==> src/rtl/vga_timing_generator_pkg.sv <==
// Shared VGA 640x480@60 timing constants and pipeline types.
package vga_timing_generator_pkg;
  localparam int unsigned H_ACTIVE = 640;
  localparam int unsigned H_FP     = 16;
  localparam int unsigned H_SYNC   = 96;
  localparam int unsigned H_BP     = 48;
  localparam int unsigned H_TOTAL  = H_ACTIVE + H_FP + H_SYNC + H_BP;
  localparam int unsigned V_ACTIVE = 480;
  localparam int unsigned V_FP     = 10;
  localparam int unsigned V_SYNC   = 2;
  localparam int unsigned V_BP     = 33;
  localparam int unsigned V_TOTAL  = V_ACTIVE + V_FP + V_SYNC + V_BP;

  localparam int unsigned FRAME_WIDTH  = H_ACTIVE;
  localparam int unsigned FRAME_HEIGHT = V_ACTIVE;

  localparam int unsigned CNT_W   = 10;
  localparam int unsigned COORD_W = 12;

  typedef struct packed {
    logic hs;
    logic vs;
    logic active;
  } sync_t;

  localparam sync_t SYNC_IDLE = '{hs: 1'b1, vs: 1'b1, active: 1'b0};
endpackage

==> src/rtl/vga_timing_generator_delay_line.sv <==
// Parameterised width/depth shift register with a configurable reset value.
module vga_delay_line #(
  parameter int unsigned       WIDTH     = 1,
  parameter int unsigned       DEPTH     = 1,
  parameter logic [WIDTH-1:0]  RESET_VAL = '0
) (
  input  logic             clk,
  input  logic             reset,
  input  logic [WIDTH-1:0] d,
  output logic [WIDTH-1:0] q
);
  logic [WIDTH-1:0] stage_q [DEPTH];
  logic [WIDTH-1:0] stage_d [DEPTH];

  always_comb begin
    stage_d[0] = d;
    for (int unsigned i = 1; i < DEPTH; i++) begin
      stage_d[i] = stage_q[i-1];
    end
  end

  always_ff @(posedge clk) begin
    if (reset) begin
      for (int unsigned i = 0; i < DEPTH; i++) begin
        stage_q[i] <= RESET_VAL;
      end
    end else begin
      stage_q <= stage_d;
    end
  end

  assign q = stage_q[DEPTH-1];
endmodule

==> src/rtl/vga_timing_generator.sv <==
// VGA timing generator: counters, 1-based x/y, colour capture with blanking,
// and sync outputs aligned to the same pixel as RGB.
module vga_timing_generator #(
  parameter int unsigned H_ACTIVE      = vga_timing_generator_pkg::H_ACTIVE,
  parameter int unsigned H_FP          = vga_timing_generator_pkg::H_FP,
  parameter int unsigned H_SYNC        = vga_timing_generator_pkg::H_SYNC,
  parameter int unsigned H_BP          = vga_timing_generator_pkg::H_BP,
  parameter int unsigned V_ACTIVE      = vga_timing_generator_pkg::V_ACTIVE,
  parameter int unsigned V_FP          = vga_timing_generator_pkg::V_FP,
  parameter int unsigned V_SYNC        = vga_timing_generator_pkg::V_SYNC,
  parameter int unsigned V_BP          = vga_timing_generator_pkg::V_BP,
  parameter int unsigned COLOR_LATENCY = 0
) (
  input  logic        CLOCK_25,
  input  logic        reset,
  input  logic [2:0]  color,
  output logic [11:0] x,
  output logic [11:0] y,
  output logic        vga_r,
  output logic        vga_g,
  output logic        vga_b,
  output logic        vga_hs,
  output logic        vga_vs,
  output logic        frame_tick
);
  import vga_timing_generator_pkg::*;

  localparam int unsigned H_TOT = H_ACTIVE + H_FP + H_SYNC + H_BP;
  localparam int unsigned V_TOT = V_ACTIVE + V_FP + V_SYNC + V_BP;

  logic [CNT_W-1:0]   h_cnt_q, h_cnt_d, v_cnt_q, v_cnt_d;
  logic [COORD_W-1:0] x_q, x_d, y_q, y_d;
  logic [2:0]         rgb_q, rgb_d;
  logic               hs_q, hs_d, vs_q, vs_d;
  logic               frame_tick_q, frame_tick_d;
  logic               active;
  sync_t              sync_raw, sync_dly;

  always_comb begin
    h_cnt_d = h_cnt_q + CNT_W'(1);
    v_cnt_d = v_cnt_q;
    if (h_cnt_q == CNT_W'(H_TOT - 1)) begin
      h_cnt_d = '0;
      v_cnt_d = (v_cnt_q == CNT_W'(V_TOT - 1)) ? '0 : v_cnt_q + CNT_W'(1);
    end

    active = (h_cnt_q < CNT_W'(H_ACTIVE)) && (v_cnt_q < CNT_W'(V_ACTIVE));
    x_d    = active ? COORD_W'(h_cnt_q) + COORD_W'(1) : '0;
    y_d    = active ? COORD_W'(v_cnt_q) + COORD_W'(1) : '0;

    sync_raw.hs     = !((h_cnt_q >= CNT_W'(H_ACTIVE + H_FP)) &&
                        (h_cnt_q <  CNT_W'(H_ACTIVE + H_FP + H_SYNC)));
    sync_raw.vs     = !((v_cnt_q >= CNT_W'(V_ACTIVE + V_FP)) &&
                        (v_cnt_q <  CNT_W'(V_ACTIVE + V_FP + V_SYNC)));
    sync_raw.active = active;

    frame_tick_d = (h_cnt_q == '0) && (v_cnt_q == CNT_W'(V_ACTIVE));

    rgb_d = sync_dly.active ? color : '0;
    hs_d  = sync_dly.hs;
    vs_d  = sync_dly.vs;
  end

  // The delay line holds 1+COLOR_LATENCY stages so that active lines up with
  // the colour sample; the output register supplies the final stage for all.
  vga_delay_line #(
    .WIDTH    ($bits(sync_t)),
    .DEPTH    (1 + COLOR_LATENCY),
    .RESET_VAL(SYNC_IDLE)
  ) u_sync_dly (
    .clk  (CLOCK_25),
    .reset(reset),
    .d    (sync_raw),
    .q    (sync_dly)
  );

  always_ff @(posedge CLOCK_25) begin
    if (reset) begin
      h_cnt_q      <= '0;
      v_cnt_q      <= '0;
      x_q          <= '0;
      y_q          <= '0;
      rgb_q        <= '0;
      hs_q         <= 1'b1;
      vs_q         <= 1'b1;
      frame_tick_q <= 1'b0;
    end else begin
      h_cnt_q      <= h_cnt_d;
      v_cnt_q      <= v_cnt_d;
      x_q          <= x_d;
      y_q          <= y_d;
      rgb_q        <= rgb_d;
      hs_q         <= hs_d;
      vs_q         <= vs_d;
      frame_tick_q <= frame_tick_d;
    end
  end

  assign x          = x_q;
  assign y          = y_q;
  assign vga_r      = rgb_q[2];
  assign vga_g      = rgb_q[1];
  assign vga_b      = rgb_q[0];
  assign vga_hs     = hs_q;
  assign vga_vs     = vs_q;
  assign frame_tick = frame_tick_q;
endmodule

==> config.mk <==
export PLATFORM = sky130hd
export DESIGN_NAME = vga_timing_generator
export DESIGN_NICKNAME = d
export VERILOG_FILES = /design/src/rtl/vga_timing_generator_pkg.sv /design/src/rtl/vga_timing_generator_delay_line.sv /design/src/rtl/vga_timing_generator.sv
export SDC_FILE = /design/constraint.sdc
export NUM_CORES = 1
export LEC_CHECK = 0
export BUFFER_PORTS_ARGS = -buffer_cell sky130_fd_sc_hd__buf_2
export CORE_MARGIN = 5
export CORE_UTILIZATION = 45
export CTS_CLUSTER_SIZE = 8
export DETAILED_ROUTE_END_ITERATION = 12
export PLACE_DENSITY = 0.67
export RECOVER_POWER = 50
export SYNTH_ARGS = -nofsm -noshare
export SYNTH_HDL_FRONTEND = slang
export SYNTH_SLANG_ARGS = --single-unit
==> constraint.sdc <==
create_clock -name CLOCK_25 -period 3.9 [get_ports CLOCK_25]
set_input_delay 0.39 -clock CLOCK_25 [delete_from_list [all_inputs] [get_ports CLOCK_25]]
set_output_delay 0.39 -clock CLOCK_25 [all_outputs]
set_load 0.05 [all_outputs]
-- Word-level counts from Yosys, hierarchy flattened
Cells that the tools add are included.
- flip-flop bits (word level): 53
- word-level logic and storage cells: 35
- bits of input ports: 5
- output and inout bits: 30
- equal/unequal tests: 3
- muxes and demuxes: 1
- bitwise gates (word level): 2
- magnitude comparators: 6
- reductions and logical operators: 10
- $add $sub $neg: 4
- operators with widths (kind ; number):
    adder 10 x 1 -> 11 bit (second input constant) ; 2
    adder 10 x 1 -> 10 bit (second input constant) ; 2
    equality test 10 bit (second input constant) ; 2
    < comparator 10 bit (second input constant) ; 2
    < comparator 10 x 9 -> 1 bit (second input constant) ; 2
    equality test 10 x 9 -> 1 bit (second input constant) ; 1
    greater-or-equal comparator 10 bit (second input constant) ; 1
    greater-or-equal comparator 10 x 9 -> 1 bit (second input constant) ; 1
    logical NOT 10 bit ; 1
    2-to-1 mux 10 bit ; 1
    OR reduction 2 bit ; 3
    logical AND 1 bit ; 4
    logical NOT 1 bit ; 2
    NOT 1 bit ; 2

-- Logic depth before layout (Yosys ltp)
Gate-level depths: netlist of the first run.
- word-level depth: 4
- gate-level depth with buffers: 6
- gate-level depth less buffers: 6

-- Hierarchy
From an unflattened synthesis of the first run, not the netlist that was laid out.
- cells, all modules: 203
- area, all modules: 1974.4 um^2
- by module, submodules not included (module ; seq. area each (um^2) ; times used ; cells an instance ; area an instance (um^2)):
    vga_timing_generator ; 960.9 ; 1 ; 197 ; 1895.6
    vga_delay_line ; 60.1 ; 1 ; 6 ; 78.8

-- Least setup slack after synthesis of the first run
OpenSTA, ideal clock, no wires.
- kind: reg2reg
- start point: register h_cnt_q[4]
- end point: register v_cnt_q[2]
- stages on the path, launching flop included: 6
- slack: 2.223 ns
- period minus slack after synthesis: 1.677 ns
- arrival: 1.543 ns
- buffers on the path: 1
- library setup time: 0.135 ns
- data required time: 3.765 ns
- cell sequence: dfxtp_1 > or4b_4 > or3_1 > nand2_1 > buf_4 > a31oi_1
- cells in the longest elaborated chain, start to end: 1
- ends and longest elaborated chain (what ; line ; source):
    start, declared ; vga_timing_generator.sv:31 ; logic [CNT_W-1:0] h_cnt_q, h_cnt_d, v_cnt_q, v_cnt_d;
    start signal, assigned ; vga_timing_generator.sv:88 ; h_cnt_q <= h_cnt_d;
    equality test 10 bit ; vga_timing_generator.sv:42 ; if (h_cnt_q == CNT_W'(H_TOT - 1)) begin
    end signal, assigned ; vga_timing_generator.sv:89 ; v_cnt_q <= v_cnt_d;
    end, declared ; vga_timing_generator.sv:31 ;
No other way between the ends.
A chain may end at the register's enable or synchronous reset.

-- Final worst setup path of the first run
- start point: register h_cnt_q[4]
- end point: register v_cnt_q[5]
Same word-level chain as after synthesis.

==> impl_metrics.json, run 1 <==
{
  "status": "finished, final reports clean",
  "first_pass_iters": 4,
  "wl_per_cell_um": 12.2,
  "reg2reg_depth": 4,
  "dp_hpwl_um": 2440,
  "cts_buffers": 5,
  "max-clock-path-buffers": 2,
  "wirelength_um": 3440,
  "ys_types": 33,
  "fp.dieH_um": 74.4,
  "yosys_most_used_dff": "dfxtp_1",
  "syn_to_final_growth_pct": 13.7,
  "critPathLaunchType": "register",
  "die-width_um": 74.4,
  "hold_viol": 0,
  "post_cts_resized": 0,
  "root_buffer": "clkbuf_8",
  "required_ps": 4070,
  "arrival_ps": 2110,
  "r2r_setup_slack_ps": 1970,
  "holdBufCountCts": 0,
  "place.gp.congestion": 0.822,
  "skew_ps": 6.30,
  "dieArea_um2": 5530,
  "rsz0062_at_grt": "false",
  "maxCapViolCount": 0,
  "cp_max_fo": 11,
  "via_count": 1378,
  "io_pins": 35,
  "hold_class": "in -> reg",
  "synthArstFlopShare_pct": 0,
  "h-tree-depth": 2,
  "worstSkewPairLatency_ps": 300,
  "power_mw": 0.900,
  "tightest_slew_ps": 784,
  "n_antenna_cell": 0,
  "grt_util_all_layers_pct": 14.1,
  "fmax_mhz": 517,
  "period_needed_ps": 1930,
  "antenna_found_initial": 0,
  "min_path_cells": 2,
  "ir_drop_mv": 0.213,
  "final_common_cell": "dfxtp_1",
  "cts.sinks": 51,
  "drc": 0,
  "rows": 23,
  "finalCritPeriodShare_pct": 49.6,
  "power_leakage_nw": 0.751,
  "powerDensity_nw_per_um2": 424,
  "finalSetupViolCount": 0,
  "finalSetupTns_ps": 0,
  "grt_pass1_wl_um": 5930,
  "drive_gt1_share_pct": 7.73,
  "end_kind": "register",
  "drv_slew": 0,
  "synth-seq-area-share_pct": 54.7,
  "synth_edf_count": 0,
  "grt_max_degree": 20,
  "coreArea_um2": 4000,
  "clk_pin_slew_ps": 90,
  "yosys_warnings": 0,
  "relSlewSlack_pct": 47.6,
  "yosys_register_bits": 51,
  "final_net_count": 241,
  "io_buffers": 32,
  "globalRouteOverflowTotal": 0,
  "vias_per_cell": 4.87,
  "detail-route-antenna-nets": 0,
  "initial_core_util_pct": 46.6,
  "drtIter0Drc": 72,
  "grt_pass1_vias": 1251,
  "avgSynthCellArea_um2": 9.42,
  "cts_tree": "yes",
  "layout_common_cells": "dfxtp_1, nor2_1, clkbuf_1, nand2_1, nand3_1",
  "synth_area_um2": 1870,
  "syn_inst": 198,
  "critPathKind": "reg -> reg",
  "post_cts_buffers": 0,
  "fillers": 389
}
==> Yosys cell counts (2+ instances only) <==
library cell	number	area share (%)
inv_1	9	1.8
nand3_1	13	3.5
buf_4	3	1.2
nor4bb_1	2	1.1
clkbuf_1	6	1.2
xor2_1	3	1.4
dfxtp_1	51	55
nor4_1	2	0.67
nor2_1	31	6.2
or3_1	3	1.0
xnor2_1	11	5.2
nand4_1	3	1.0
nor3_1	7	1.9
o21ai_1	3	0.80
ha_1	4	2.7
a31oi_1	8	2.7
and2_1	5	1.7
or2_2	3	1.0
a21oi_1	2	0.54
nand2_1	14	2.8
nand3b_1	3	1.2
==> sequential cells by signal (all words and copies together), names as in the netlist <==
name,flops
u_sync_dly.q,3
v_cnt_q,10
vga_hs,1
y,11
vga_vs,1
h_cnt_q,10
x,11
rgb_q,3
frame_tick,1
==> final cells by class <==
class,instances,area [um2],area share [%]
Clock inverter,2,16.3,0.767
Clock buffer,6,82.6,3.89
Sequential cell,51,1020,48.1
Tap cell,50,62.6,2.95
Timing Repair Buffer,32,124,5.84
Inverter,9,33.8,1.59
Multi-Input combinational cell,133,781,36.8
==> power breakdown <==
group | internal, mW | switching [mW]
clock | 0.145 | 0.169
sequential | 0.529 | 0.00480
combinational | 0.0106 | 0.0419
==> final timing paths <==
check	from	end
worst max-delay path	h_cnt_q[4]	v_cnt_q[5]
worst min-delay path	color[2]	rgb_q[2]
worst max register to register	h_cnt_q[4]	v_cnt_q[5]
worst min register to register	u_sync_dly.q[1]	vga_vs
==> through the flow <==
| step | std cells | utilization [%] | worst slack (ps) | cell area (um2) | hold WS (ps) |
|---|---|---|---|---|---|
| after CTS | 283 | 53.9 | 1950 | 2160 | 273 |
| after global routing | 283 | 53.0 | 1800 | 2120 | 270 |
| after floorplan | 202 | - | 2220 | 1880 | 389 |
| after detailed placement | 275 | 51.5 | 1980 | 2060 | 393 |
| after global placement | 275 | 51.5 | 2030 | 2060 | 392 |
| final | 283 | 53.0 | 1970 | 2120 | 282 |
==> layer usage <==
layer | wire length (um) | GRT usage [%] | vias to the layer above | part of all wire [%]
met4 | 54 | 6.52 | 0 | 1.6
met5 | 0 | 0 | - | 0
met3 | 204 | 3.92 | 5 | 5.9
met1 | 1680 | 19.2 | 609 | 49
li1 | - | - | 726 | -
met2 | 1510 | 20.8 | 38 | 44
==> worst max-delay path, cell delays in order, from the launching register on <==
cell	delay (ps)
dfxtp_1	440
or4b_4	520
or3_1	360
nand2_1	350
a31oi_1	140
==> cell families after synthesis <==
group | count (synthesis) | synth area share (%)
adders and majority gates | 4 | 2.68
other | 1 | 0.201
buffers and inverters | 18 | 4.23
AOI/OAI and AO/OA | 18 | 6.17
xor gates and xnor gates | 14 | 6.57
and+or+nand+nor | 92 | 25.4
DFF | 51 | 54.7
Note: power is estimated with default switching activity, not from simulation.
==> inputs of run 2 (changes only) <==
--- a/config.mk
+++ b/config.mk
@@ -5,12 +5,13 @@
 export SDC_FILE = /design/constraint.sdc
 export NUM_CORES = 1
 export LEC_CHECK = 0
+export ABC_AREA = 1
 export BUFFER_PORTS_ARGS = -buffer_cell sky130_fd_sc_hd__buf_2
 export CORE_MARGIN = 5
 export CORE_UTILIZATION = 45
 export CTS_CLUSTER_SIZE = 8
 export DETAILED_ROUTE_END_ITERATION = 12
-export PLACE_DENSITY = 0.67
+export PLACE_DENSITY = 0.69
 export RECOVER_POWER = 50
 export SYNTH_ARGS = -nofsm -noshare
 export SYNTH_HDL_FRONTEND = slang
==> constraint.sdc (replaced) <==
create_clock -name CLOCK_25 -period 1.65 [get_ports CLOCK_25]
set_input_delay 0.165 -clock CLOCK_25 [delete_from_list [all_inputs] [get_ports CLOCK_25]]
set_output_delay 0.165 -clock CLOCK_25 [all_outputs]
set_load 0.05 [all_outputs]
==> run 2 against run 1 <==
Worst setup slack worse by 1700 ps. Die area is 9.4% higher. Synthesized area is 11% higher. Critical path type unchanged. Non-clock buffer count is 2 higher. Via count is 18% higher. Sequential cell count stayed put. Final cell count is 21% higher. Maximum frequency is 39% higher.
==> impl_metrics.json, run 2 <==
{
  "synth-seq-area-share_pct": 49.4,
  "max-clock-path-buffers": 2,
  "slowest_delay_ps": 430,
  "drc": 0,
  "yosysMostFrequentCell": "dfxtp_1",
  "maxCapViolCount": 0,
  "n_antenna_cell": 0,
  "h-tree-depth": 2,
  "power.switching_mw": 0.510,
  "critPathLaunchType": "register",
  "synth_edf_count": 0,
  "worstSkewPairLatency_ps": 300,
  "cts_buffers": 5,
  "synth.area.top_cells": "dfxtp_1, nor2_1, nand2_1",
  "avgSynthCellArea_um2": 8.21,
  "skew_ps": 6.42,
  "use_met2_pct": 23.8,
  "p_int_mw": 1.77,
  "root_buffer": "clkbuf_8",
  "drive_gt1_share_pct": 15.1,
  "final_util_pct": 53.5,
  "hold_viol": 0,
  "ys_types": 33,
  "required_ps": 1900,
  "dp_hpwl_um": 3000,
  "period_needed_ps": 1390,
  "wirelength_um": 3960,
  "die-width_um": 77.8,
  "drv_slew": 0,
  "globalRouteOverflowTotal": 0,
  "power_mw": 2.28,
  "pre_cts_ws_ps": 267,
  "coreArea_um2": 4410,
  "critPathKind": "reg -> reg",
  "initial_core_util_pct": 46.9,
  "cts_tree": "yes",
  "setup_slack_ps": 257,
  "detail-route-antenna-nets": 0,
  "layout_common_cells": "dfxtp_1, nor2_1, nand2_1, inv_1, clkbuf_1",
  "synth_largest_type_area_fraction_pct": 49.4,
  "antenna_found_initial": 0,
  "first_pass_iters": 4,
  "grt_pass1_vias": 1620,
  "vias_per_cell": 4.72,
  "post_cts_resized": 0,
  "p_sw_share_pct": 22.4,
  "syn_inst": 252,
  "gr-max-usage-layer": "met2",
  "ys_top_cells_by_count": "dfxtp_1, nor2_1, nand2_1",
  "clk_pin_slew_ps": 90,
  "wl_per_cell_um": 11.6,
  "grtUsageMet1_pct": 17.0,
  "status": "finished, final reports clean",
  "dieArea_um2": 6050,
  "r2r_setup_slack_ps": 260,
  "cpMaxStageDelayCell": "dfxtp_1",
  "grt_pass1_wl_um": 7020,
  "cts.sinks": 51,
  "ir_drop_mv": 0.569,
  "io_buffers": 32,
  "powerDensity_nw_per_um2": 966,
  "via_count": 1620,
  "finalCritPeriodShare_pct": 84.4,
  "final_common_cell": "dfxtp_1",
  "rsz0062_at_grt": "false",
  "yosys_most_used_dff": "dfxtp_1",
  "end_kind": "register",
  "p_seq_share_pct": 55.5,
  "drtIter0Drc": 86,
  "yosys_warnings": 0,
  "place.gp.congestion": 0.853,
  "grt_use_met3_pct": 3.59,
  "combPwrFrac_pct": 6.0,
  "fmax_mhz": 718,
  "holdBufCountCts": 0,
  "io_pins": 35,
  "p_clk_share_pct": 38.6,
  "hold_class": "in -> reg",
  "crit_chain": "ha_1 -> nand2_1 -> nor2_1 -> nand3_1 -> nand2_1 -> nand3_1 -> nand2_1",
  "syn_to_final_growth_pct": 14.2,
  "arrival_ps": 1640,
  "grt_util_all_layers_pct": 14.1,
  "power_leakage_nw": 0.969,
  "finalSetupTns_ps": 0,
  "tightest_slew_ps": 617,
  "rows": 24,
  "cp_max_fo": 5,
  "fp.dieH_um": 77.8,
  "holdWs_ps": 71.4,
  "synth_area_um2": 2070,
  "yosys_register_bits": 51,
  "fillers": 436,
  "cpMostUsedCell": "nand2_1",
  "synth_top_area_cell": "dfxtp_1",
  "synthArstFlopShare_pct": 0,
  "finalSetupViolCount": 0,
  "post_cts_buffers": 0,
  "final_net_count": 299,
  "grt_max_degree": 16,
  "relSlewSlack_pct": 59.1
}
-- run 2: cell types whose count changed in the layout (fill, tap and decap cells not counted), moves of 3 or more --
cell,before,now
a31oi_1,8,0
and2_1,3,0
inv_1,9,34
nand2_1,14,41
nor2_1,31,44
nor2_2,0,7
nor3_1,7,1
o21ai_2,0,7
or3_1,3,0
xnor2_1,11,2
xor2_1,3,6
-- run 2: metrics by stage --
step           area, um2  cells
2_1_floorplan       2080    256
6_report            2360    343
4_1_cts             2400    343
3_3_place_gp        2280    335
3_5_place_dp        2280    335
5_1_grt             2360    343
-- run 2: final cells by class --
class,count,area [um2],share of cell area (%)
clock inverters,2,35.0,1.48
inverters,37,141,5.99
repair buffers,34,138,5.83
multi-input cells,161,878,37.2
clock buffers,6,82.6,3.50
well taps,52,65.1,2.76
flip-flops and latches,51,1020,43.2
-- run 2: worst max-delay path, delay by kind of cell, from the launching register on --
kind | cells | cell delay [ps]
and+or+nand+nor | 6 | 650
adders and majority gates | 1 | 240
DFF | 1 | 430
-- run 2: power groups by stage --
| stage | clock network, mW | registers (mW) | logic, mW |
|---|---|---|---|
| floorplan | 0 | 1.34 | 0.0593 |
| global placement | 0 | 1.29 | 0.140 |
| detailed placement | 0 | 1.29 | 0.142 |
| CTS | 0.917 | 1.26 | 0.143 |
| global route | 0.966 | 1.27 | 0.148 |
| finish | 0.880 | 1.26 | 0.136 |
-- run 2: layer usage --
layer	share of wire, %	vias to the layer above
li1	-	845
met1	45	738
met2	48	28
met3	4.2	9
met4	2.2	0
met5	0	-
-- run 2: cells by family after synthesis --
| kind of cell | share of synthesized area, % |
|---|---|
| AND/OR/NAND/NOR | 29.5 |
| flip-flops | 49.4 |
| buffers and inverters | 8.89 |
| AO/OA/AOI/OAI | 6.29 |
| XOR/XNOR | 3.39 |
| adder cells (fa/ha/maj) | 2.42 |
| other | 0.181 |
-- run 2: worst paths after layout --
check / start / endpoint / cells past startpoint
max: v_cnt_q[0] / v_cnt_q[8] / 7
min: color[1] / rgb_q[1] / 3
max reg2reg: v_cnt_q[0] / v_cnt_q[8] / 7
min reg2reg: u_sync_dly.q[2] / vga_hs / 1
==> inputs of run 3 (changes only) <==
--- a/config.mk
+++ b/config.mk
@@ -11,7 +11,7 @@
 export CORE_UTILIZATION = 45
 export CTS_CLUSTER_SIZE = 8
 export DETAILED_ROUTE_END_ITERATION = 12
-export PLACE_DENSITY = 0.69
+export PLACE_DENSITY = 0.66
 export RECOVER_POWER = 50
 export SYNTH_ARGS = -nofsm -noshare
 export SYNTH_HDL_FRONTEND = slang
==> constraint.sdc (replaced) <==
create_clock -name CLOCK_25 -period 1.3 [get_ports CLOCK_25]
set_input_delay 0.13 -clock CLOCK_25 [delete_from_list [all_inputs] [get_ports CLOCK_25]]
set_output_delay 0.13 -clock CLOCK_25 [all_outputs]
set_load 0.05 [all_outputs]
==> run 3 against run 2 <==
Sequential power rose by 27%. Core utilization increased by 4.6 points. Largest power group unchanged. Critical endpoint is now h_cnt_q[4]. Maximum frequency is 13% higher.
==> impl_metrics.json, run 3 (synthesized netlist as in run 2, its figures left out) <==
{
  "fp.dieH_um": 77.8,
  "final_common_cell": "nor2_1",
  "seqCellArea_um2": 1040,
  "r2r_setup_slack_ps": 70,
  "first_pass_iters": 6,
  "grt_pass1_vias": 1532,
  "critPathKind": "reg -> reg",
  "syn_to_final_growth_pct": 24.0,
  "root_buffer": "clkbuf_8",
  "critPathLaunchType": "register",
  "status": "finished, final reports clean",
  "wl_per_cell_um": 11.4,
  "drtIter0Drc": 103,
  "reg2reg_depth": 6,
  "crit_chain": "ha_2 -> nand3_4 -> nor2_4 -> nor2_4 -> inv_4 -> nor2_1",
  "fmax_mhz": 813,
  "coreArea_um2": 4410,
  "cp_max_fo": 10,
  "h-tree-depth": 2,
  "io_pins": 35,
  "arrival_ps": 1420,
  "min_to": "rgb_q[2]",
  "cts.sinks": 51,
  "powerDensity_nw_per_um2": 1120,
  "io_buffers": 32,
  "die-width_um": 77.8,
  "power_leakage_nw": 1.13,
  "finalSetupViolCount": 0,
  "clk_pin_slew_ps": 90,
  "rsz0062_at_grt": "true",
  "slowest_delay_ps": 340,
  "grt_pass1_wl_um": 6900,
  "reg2reg_from": "h_cnt_q[1]",
  "min_path_cells": 3,
  "antenna_found_initial": 0,
  "critPathBufInv": 1,
  "dieArea_um2": 6050,
  "drc": 0,
  "finalCritPeriodShare_pct": 94.6,
  "hold_viol": 0,
  "globalRouteOverflowTotal": 0,
  "rr_endpoint": "h_cnt_q[4]",
  "vias_per_cell": 4.62,
  "end_kind": "register",
  "min_from": "color[2]",
  "required_ps": 1490,
  "grt_max_degree": 16,
  "cts_tree": "yes",
  "rows": 24,
  "worstSkewPairLatency_ps": 300,
  "dp.cells": 349,
  "fin_cells": 357,
  "crit_family": "simple AND/OR/NAND/NOR gates",
  "cpMaxStageDelayCell": "dfxtp_2",
  "wirelength_um": 4080,
  "n_antenna_cell": 0,
  "skew_ps": 6.98,
  "drv_slew": 0,
  "place.gp.congestion": 0.844,
  "maxCapViolCount": 0,
  "final_net_count": 314,
  "cpMostUsedCell": "nor2_4",
  "finalSetupTns_ps": 0,
  "max-clock-path-buffers": 2,
  "drive_gt1_share_pct": 36.4,
  "via_count": 1651,
  "postLayoutCellArea_um2": 2560,
  "period_needed_ps": 1230,
  "initial_core_util_pct": 46.9,
  "dp_hpwl_um": 3030,
  "ir_drop_mv": 0.625,
  "hold_class": "in -> reg",
  "grt_util_all_layers_pct": 14.0,
  "layout_common_cells": "nor2_1, nand2_1, dfxtp_1, inv_1, clkbuf_2",
  "fillers": 417,
  "final_util_pct": 58.1,
  "cts_buffers": 5,
  "detail-route-antenna-nets": 0,
  "placed_cell_area_um2": 2390,
  "multiInputGateArea_um2": 918,
  "post_cts_buffers": 0
}
-- run 3: cell count changes in the layout (fill, tap and decap cells not counted), moves of 10 or more --
| cell | delta |
|---|---|
| clkbuf_1 | -28 |
| clkbuf_2 | +25 |
| buf_4 | +13 |
| dfxtp_1 | -13 |
| dfxtp_2 | +10 |
-- run 3: worst reg2reg max path: cells and delay by family, from the launching register on --
kind          cells  cell delay, ps
buf+inv           1             130
flops             1             340
simple gates      4             460
fa+ha+maj         1             200
-- run 3: how the worst max path moves through the flow --
| stage | from | cells after the start | to |
|---|---|---|---|
| after global routing | h_cnt_q[0] | 7 | frame_tick |
| final | h_cnt_q[1] | 6 | h_cnt_q[4] |
| after CTS | v_cnt_q[0] | 7 | v_cnt_q[4] |
| after detailed placement | h_cnt_q[0] | 6 | h_cnt_q[4] |
| after global placement | h_cnt_q[0] | 6 | h_cnt_q[9] |
| after floorplan | h_cnt_q[0] | 8 | x[8] |
-- run 3: report_power, final --
part | internal, mW | switching, mW | total, mW
Clock | 0.563 | 0.500 | 1.06
Sequential | 1.58 | 0.0121 | 1.60
Combinational | 0.0562 | 0.148 | 0.204
Total | 2.20 | 0.660 | 2.86
-- run 3: cell type report --
| cell class | count | share of cell area, % |
|---|---|---|
| Clock inverter | 2 | 1.46 |
| Inverter | 37 | 5.51 |
| Tap cell | 52 | 2.54 |
| Clock buffer | 5 | 2.68 |
| Timing Repair Buffer | 48 | 11.2 |
| Sequential cell | 51 | 40.8 |
| Multi-Input combinational cell | 162 | 35.8 |
-- run 3: metrics by stage --
step	hold WS, ps	total power, mW	setup WS [ps]
3_5_place_dp	352	1.84	-10.5
5_1_grt	22.7	2.98	-18.4
6_report	35.5	2.86	69.6
3_3_place_gp	345	1.83	31.8
2_1_floorplan	237	1.78	32.4
4_1_cts	26.2	2.90	3.18
-- run 3: routing by layer --
metal  GRT usage [%]  vias up  part of all wire (%)  wire, um
met5               0        -                     0         0
met4            7.04        0                   1.8        74
met3            3.82        6                   4.8       197
met2            21.9       30                    45      1850
met1            17.8      737                    48      1960
li1                -      878                     -         -
-- run 3: what timing repair did --
action	4_1_cts	5_1_grt
gates cloned	0	1
hold buffers	0	0
resized for setup	2	29
setup endpoints to repair	7	32
pin swaps	0	9
